`src/rtl/boot_mem.sv`:
```
// boot_mem: boot memory on the s80x86 data bus, optionally writable as shadow RAM.
//
// Accepts a chip-select qualified request, inserts wait_states extra cycles, returns read data
// with a one-cycle ack, then spends one turnaround cycle ignoring requests.
//
// Build option: define BOOT_MEM_WRITE_EN to compile in the shadow-RAM write path and the sticky
// write-protect lock. Without it the block is a ROM: writes are acked but dropped, locked
// reads 1 and wp_violation reads 0.
//
// Parameters:
//   depth        number of 16-bit words (power of two, >= 2)
//   wait_states  extra cycles between acceptance and ack (0..15)
//   init_file    memory image loaded by the FPGA tools
// Ports:
//   clk, reset         system clock, synchronous active-high reset
//   cs                 address decode hit for this block
//   data_m_access      bus request, held by the master until ack
//   data_m_ack         one-cycle completion pulse
//   data_m_addr        word address [19:1]; bits above $clog2(depth) are ignored (aliasing)
//   data_m_data_in     write data
//   data_m_data_out    read data, 0 whenever data_m_ack is 0
//   data_m_bytesel     byte lane enables (bit 0 = [7:0], bit 1 = [15:8])
//   data_m_wr_en       1 = write, 0 = read
//   lock               one-cycle pulse setting the write-protect lock
//   locked             current lock state
//   wp_violation       sticky: a write was dropped while locked
module boot_mem #(
   parameter int unsigned depth       = 32,
   parameter int unsigned wait_states = 0,
   parameter string       init_file   = "bios.mif"
) (
   input  logic        clk,
   input  logic        reset,
   input  logic        cs,
   input  logic        data_m_access,
   output logic        data_m_ack,
   input  logic [19:1] data_m_addr,
   input  logic [15:0] data_m_data_in,
   output logic [15:0] data_m_data_out,
   input  logic [1:0]  data_m_bytesel,
   input  logic        data_m_wr_en,
   input  logic        lock,
   output logic        locked,
   output logic        wp_violation
);

   localparam int unsigned AddrW = $clog2(depth);
   localparam int unsigned CntW  = 4;

   // Elaboration-time parameter sanity checks.
   if (depth < 2 || (depth & (depth - 1)) != 0) begin : g_bad_depth
      $error("boot_mem: depth must be a power of two and at least 2");
   end
   if (wait_states > 15) begin : g_bad_wait
      $error("boot_mem: wait_states must be in 0..15");
   end
   if (init_file == "") begin : g_bad_init
      $error("boot_mem: init_file must name a memory image");
   end

   typedef enum logic [1:0] {StIdle, StWait, StAck, StTurn} state_e;

   state_e              state_q, state_d;
   logic [CntW-1:0]     cnt_q, cnt_d;
   logic [AddrW-1:0]    addr_q, addr_d;
   logic [1:0]          bsel_q, bsel_d;
   logic                wr_q, wr_d;
   logic [15:0]         rdata_q;
   logic [15:0]         lane_mask;
   logic                accept;
   logic                unused_addr;

   assign accept      = (state_q == StIdle) && cs && data_m_access;
   assign lane_mask   = {{8{bsel_q[1]}}, {8{bsel_q[0]}}};
   // Bits above the decoded window only alias; fold them away.
   assign unused_addr = ^data_m_addr;

   // Request capture. addr_d is also the memory read address, so the synchronous read of the
   // captured word is already valid in the first cycle after acceptance.
   always_comb begin
      addr_d = addr_q;
      bsel_d = bsel_q;
      wr_d   = wr_q;
      if (accept) begin
         addr_d = data_m_addr[AddrW:1];
         bsel_d = data_m_bytesel;
         wr_d   = data_m_wr_en;
      end
   end

   // FSM next state.
   always_comb begin
      state_d = state_q;
      cnt_d   = cnt_q;
      unique case (state_q)
         StIdle: begin
            if (accept) begin
               if (wait_states > 0) begin
                  state_d = StWait;
                  cnt_d   = CntW'(wait_states - 1);
               end else begin
                  state_d = StAck;
               end
            end
         end
         StWait: begin
            if (cnt_q == '0) begin
               state_d = StAck;
            end else begin
               cnt_d = cnt_q - 1'b1;
            end
         end
         StAck:   state_d = StTurn;
         StTurn:  state_d = StIdle;
         default: state_d = StIdle;
      endcase
   end

   // FSM outputs; read data is gated straight from the memory output register.
   always_comb begin
      data_m_ack      = 1'b0;
      data_m_data_out = '0;
      if (state_q == StAck) begin
         data_m_ack = 1'b1;
         if (!wr_q) begin
            data_m_data_out = rdata_q & lane_mask;
         end
      end
   end

`ifdef BOOT_MEM_WRITE_EN
   (* ram_init_file = init_file *) logic [15:0] mem_q [depth];

   logic [15:0] wdata_q, wdata_d;
   logic        locked_q, locked_d;
   logic        wp_q, wp_d;
   logic        mem_we;

   assign wdata_d = accept ? data_m_data_in : wdata_q;

   // The lock checked here is the registered one, so a lock pulse coinciding with this
   // write's ack lands afterwards and does not block it. Reset abandons the write.
   assign mem_we = (state_q == StAck) && wr_q && !locked_q && !reset;

   always_comb begin
      locked_d = locked_q | lock;
      wp_d     = wp_q | ((state_q == StAck) && wr_q && locked_q);
   end

   assign locked       = locked_q;
   assign wp_violation = wp_q;

   always_ff @(posedge clk) begin
      if (reset) begin
         wdata_q  <= '0;
         locked_q <= 1'b0;
         wp_q     <= 1'b0;
      end else begin
         wdata_q  <= wdata_d;
         locked_q <= locked_d;
         wp_q     <= wp_d;
      end
   end

   // Memory array: no reset, so contents survive a bus reset.
   always_ff @(posedge clk) begin
      if (mem_we) begin
         if (bsel_q[0]) begin
            mem_q[addr_q][7:0] <= wdata_q[7:0];
         end
         if (bsel_q[1]) begin
            mem_q[addr_q][15:8] <= wdata_q[15:8];
         end
      end
      rdata_q <= mem_q[addr_d];
   end
`else
   // Read-only: contents come from the image; the zero value only covers an absent image.
   (* ram_init_file = init_file *) logic [15:0] mem_q [depth] = '{default: 16'h0000};

   logic unused_wr;

   assign unused_wr    = ^{lock, data_m_data_in};
   assign locked       = 1'b1;
   assign wp_violation = 1'b0;

   always_ff @(posedge clk) begin
      rdata_q <= mem_q[addr_d];
   end
`endif

   always_ff @(posedge clk) begin
      if (reset) begin
         state_q <= StIdle;
         cnt_q   <= '0;
         addr_q  <= '0;
         bsel_q  <= '0;
         wr_q    <= 1'b0;
      end else begin
         state_q <= state_d;
         cnt_q   <= cnt_d;
         addr_q  <= addr_d;
         bsel_q  <= bsel_d;
         wr_q    <= wr_d;
      end
   end

endmodule
```
`config.mk`:
```
export PLATFORM = sky130hd
export DESIGN_NAME = boot_mem
export DESIGN_NICKNAME = d
export VERILOG_FILES = /design/src/rtl/boot_mem.sv
export SDC_FILE = /design/constraint.sdc
export NUM_CORES = 1
export LEC_CHECK = 0
export CELL_PAD_IN_SITES_DETAIL_PLACEMENT = 1
export CELL_PAD_IN_SITES_GLOBAL_PLACEMENT = 1
export CORE_ASPECT_RATIO = 0.7
export CORE_MARGIN = 5
export CORE_UTILIZATION = 14
export DETAILED_ROUTE_END_ITERATION = 7
export PLACE_DENSITY = 0.76
export SETUP_SLACK_MARGIN = 0.3
export SYNTH_ARGS = -nofsm -noshare
export SYNTH_HDL_FRONTEND = slang
export SYNTH_SLANG_ARGS = --single-unit
```
`constraint.sdc`:
```
create_clock -name clk -period 1.7 [get_ports clk]
set_input_delay 0.34 -clock clk [delete_from_list [all_inputs] [get_ports clk]]
set_output_delay 0.34 -clock clk [all_outputs]
set_load 0.05 [all_outputs]
```
# Yosys cells after proc, flatten, opt, wreduce, memory -nomap -nowiden
# Cells that the tools add are included.
dict set report totals {
  input_bits 43
  wordCells 25
  register_bits 25
  out_inout_bits 19
}
dict set report classes {
  n_reduce_logical 6
  addsub 1
  n_bitwise 2
  eq_ne 5
  muxes 6
}
# cell n
set op_table {}
lappend op_table {{2-to-1 mux 16 bit} 2}
lappend op_table {{AND 16 bit} 1}
lappend op_table {{one-hot mux 2 bit (4 select lines)} 1}
lappend op_table {{== test 2 bit, second input constant} 2}
lappend op_table {{logical NOT 4 bit} 1}
lappend op_table {{2-to-1 mux 2 bit} 2}
lappend op_table {{!= test 2 bit, second input constant} 2}
lappend op_table {{AND reduction 2 bit} 2}
lappend op_table {{subtractor 4 x 1 -> 4 bit, second input constant} 1}
lappend op_table {{== test 2 x 1 -> 1 bit, second input constant} 1}
lappend op_table {{logical AND 1 bit} 2}
lappend op_table {{logical NOT 2 bit} 1}
lappend op_table {{2-to-1 mux 1 bit} 1}
lappend op_table {{inverter 1 bit} 1}

# Logic depth before layout (Yosys ltp)
dict set report logic_depth {
  word_depth 5
  depth_mapped 5
  mapped_depth_nobuf 5
}

# Worst setup path after synthesis
# No wires, ideal clock.
dict set report synth_path {
  kind {register -> output}
  start {register state_q[1]}
  end {output port data_m_ack}
  stages_incl_launch_ff 2
  required_ns 1.360
  setup_slack_ns 0.261
  arrival_time_ns 1.099
  path_buffers 0
  cell_sequence {dfxtp_1 nor2b_1}
}
dict set report synth_between {
  elab_chain_len 2
}
# item line_no
set synth_rtl {}
lappend synth_rtl {{start: declaration} 63} ;# state_e state_q, state_d;
lappend synth_rtl {{start signal: assignment} 194} ;# state_q <= StIdle;
lappend synth_rtl {{start signal: assignment} 200} ;# state_q <= state_d;
lappend synth_rtl {{== test 2 bit} 123} ;# if (state_q == StAck) begin
lappend synth_rtl {{2-to-1 mux 1 bit} 123}
lappend synth_rtl {{end: declaration} 36} ;# output logic data_m_ack,
# Every way passes these cells.

# Worst setup path in the final report
# Same ends and word-level chain as after synthesis.

==> key figures <==
Outcome
  – Status: finished clean

Clock network
  – Hold-fix buffers, CTS: 0
  – Skew-Pair Late Insertion Delay: between 0.2 and 0.25 ns
  – CTS Sinks: 6
  – TritonCTS clock tree: yes
  – TritonCTS Buffers: 3
  – Number of H-tree levels: 1
  – Max clock buf depth: 2
  – Clk pin slew, worst setup/hold paths: 0.04 ns
  – Clk root buf: clkbuf_8

Timing
  – Max Fclk: 746 MHz
  – Max Slew Vio Count: 0
  – Min Tclk post-route: 1.34 ns
  – Final setup TNS: 0 ns
  – # setup viols final: 0
  – Final Skew: 0.00612 ns
  – Tcrit/Tclk final: a little under 80%
  – RSZ-0062 raised after global routing: no
  – Final Hold Vio Count: 0
  – Hold WS: 0.515 ns

Min path
  – Worst min path class: flip-flop to flip-flop

Final layout
  – Syn-to-layout area delta: 18.1%
  – Share of layout cells above drive strength 1: 17.9%
  – Final Core Density: 16.9%
  – Final Non-Filler Cells: 94
  – Inserted Diodes: 0
  – Final Instance Area: approximately 520 um2
  – Final net count: 102

Synth
  – Cell variety after synth: 18
  – Synthesized area per cell: 8.66 um2
  – Most common cell in the netlist: buf_4
  – Syn Inst Count: 51
  – Post-synth EDFFs: 0
  – Top cells by count, synth: buf_4 (18), dfxtp_1 (6), nor2_1 (6)
  – Synth Flop Type: dfxtp_1
  – Synth warn: 0
  – Ranking of synthesized cells by area: buf_4 (31%), dfxtp_1 (27%), mux2_1 (7.6%), nor2_1 (5.1%), nor2b_1 (4.2%)
  – Mapped Area: 442 um2
  – Sequential element share of the synthesized area: between 20 and 30%
  – FFs w/ async S/R, synth: 0%
  – Top cell type's share of synthesized area: approximately 31%
  – Seq cells post-synth: 6
  – Area leader, netlist: buf_4

Pwr
  – Max VDD drop: 0.000183 V
  – Switching portion of total power: 35.5%
  – P_int: between 300 and 400 uW
  – Clock share of power: 43.1%
  – Switching Power: 178 uW
  – Pwr dens: 962 nW/um2
  – Leak: approximately 0.23 nW
  – Power share of the sequential group: 30.1%
  – Combinational share of power: 26.8%

Placement
  – Cells after DPL: 90
  – Final Wtd Congestion: 0.697
  – # port buffers: 4
  – Placed instance area: 463 um2
  – Detailed placer's ending HPWL: 668 um

Worst setup path
  – Crit path required time: between 1 and 1.5 ns
  – Critical path cell sequence: nor2b_2 -> buf_12
  – CP max stage cell: dfxtp_1
  – CP peak stage delay: 0.37 ns
  – Setup crit end kind: primary output
  – CP max FO: 5
  – Worst setup SP type: flip-flop
  – CP Data Arrival Time: 1.00 ns
  – Worst Setup Path Type: flip-flop to primary output

Die
  – Die Ht: 57.0 um
  – Die width: 77.1 um
  – Cell row count: 17
  – Initial core utilization: 14.3%
  – I/O pins: between 60 and 70
  – Die area: 4400 um2
  – Core Box Area: 3080 um2

Drt
  – Residual DRC: 0
  – Via count: 282
  – Final WL: 841 um
  – Initial DRC Count: 19
  – DR vias/cell: 3.00
  – Router iterations before antenna repair: 4
  – Routed WL per cell: approximately 9 um
  – Post-route ant nets: 0

Flow run
  – Max-Cap Viols: 0

GRT
  – Initial antenna violation count: 0
  – Total Routing Usage GR: 3.91%
  – Gr ovfl total: 0
  – Vias in the first global route: 278
  – Pin count of the biggest net entering global routing: 10
  – Global-route wire length before repair: 1230 um
[registers in the layout, summed over array words and instances, names as in the netlist]
register	count
state_q	2
cnt_q	4
[critical path: cells and delay by family (launching register included)]
kind | cells | cell delay, ns
buf+inv | 1 | 0.16
flops | 1 | 0.37
simple gates | 1 | 0.24
[placed cells by master, fill, tap and decap left out, drive strengths merged]
cell type	Yosys	final
a2111oi	1	1
a211oi	1	1
a21oi	1	1
buf	18	2
clkbuf	1	3
clkdlybuf4s50	0	3
conb	2	18
dfxtp	6	6
ha	1	1
inv	2	2
mux2	3	3
mux2i	1	1
nand2b	1	1
nand3b	1	1
nor2	6	6
nor2b	3	3
nor3	1	1
nor4	1	1
o21ba	1	1
[stage by stage]
step | power, mW | setup slack, ns
final | 0.502 | 0.359
after CTS | 0.509 | 0.318
after global placement | 0.284 | 0.249
after global routing | 0.526 | 0.314
after floorplan | 0.297 | 0.446
after detailed placement | 0.286 | 0.194
[layout make-up]
class | count | area [um2]
Sequential cell | 6 | 120
Fill cell | 361 | 2560
Tap cell | 38 | 47.5
Timing Repair Buffer | 5 | 57.6
Inverter | 2 | 7.51
Clock buffer | 3 | 41.3
Multi-Input combinational cell | 40 | 248
[path summary, 6_finish.rpt]
path	start	end	slack, ns	depth (start not counted)
setup / recovery	state_q[1]	data_m_ack	0.36	2
hold / removal	state_q[1]	state_q[1]	0.51	1
setup reg to reg	cnt_q[0]	cnt_q[1]	0.39	4
hold reg to reg	state_q[1]	state_q[1]	0.51	1
[power groups by stage]
stage	clock network, mW	logic (mW)	registers (mW)
2_1_floorplan	0	0.145	0.152
3_3_place_gp	0	0.131	0.152
3_5_place_dp	0	0.133	0.153
4_1_cts	0.225	0.133	0.150
5_1_grt	0.236	0.139	0.151
6_report	0.216	0.135	0.151
[timing repair]
item,in CTS,in global routing
setup buffers,0,1
gates resized for setup,1,1
cloned,0,0
hold endpoints to repair,0,0
endpoints found under the setup margin,2,2
pin swaps,0,1
[cells by family after synthesis]
| family | after synthesis | share of synthesized area [%] |
|---|---|---|
| and+or+nand+nor | 13 | 17.0 |
| muxes | 4 | 9.91 |
| DFF | 6 | 27.2 |
| adders and majority gates | 1 | 2.83 |
| buffers and inverters | 21 | 33.1 |
| other | 2 | 1.70 |
| AOI/OAI and AO/OA | 4 | 8.22 |
[metal layers]
layer / track usage [%] / part of all wire (%)
met1: 3.33 / 35
met2: 6.00 / 52
met3: 1.89 / 7.7
met4: 5.15 / 4.8
met5: 0 / 0
Power figures use the tool's default switching activity.
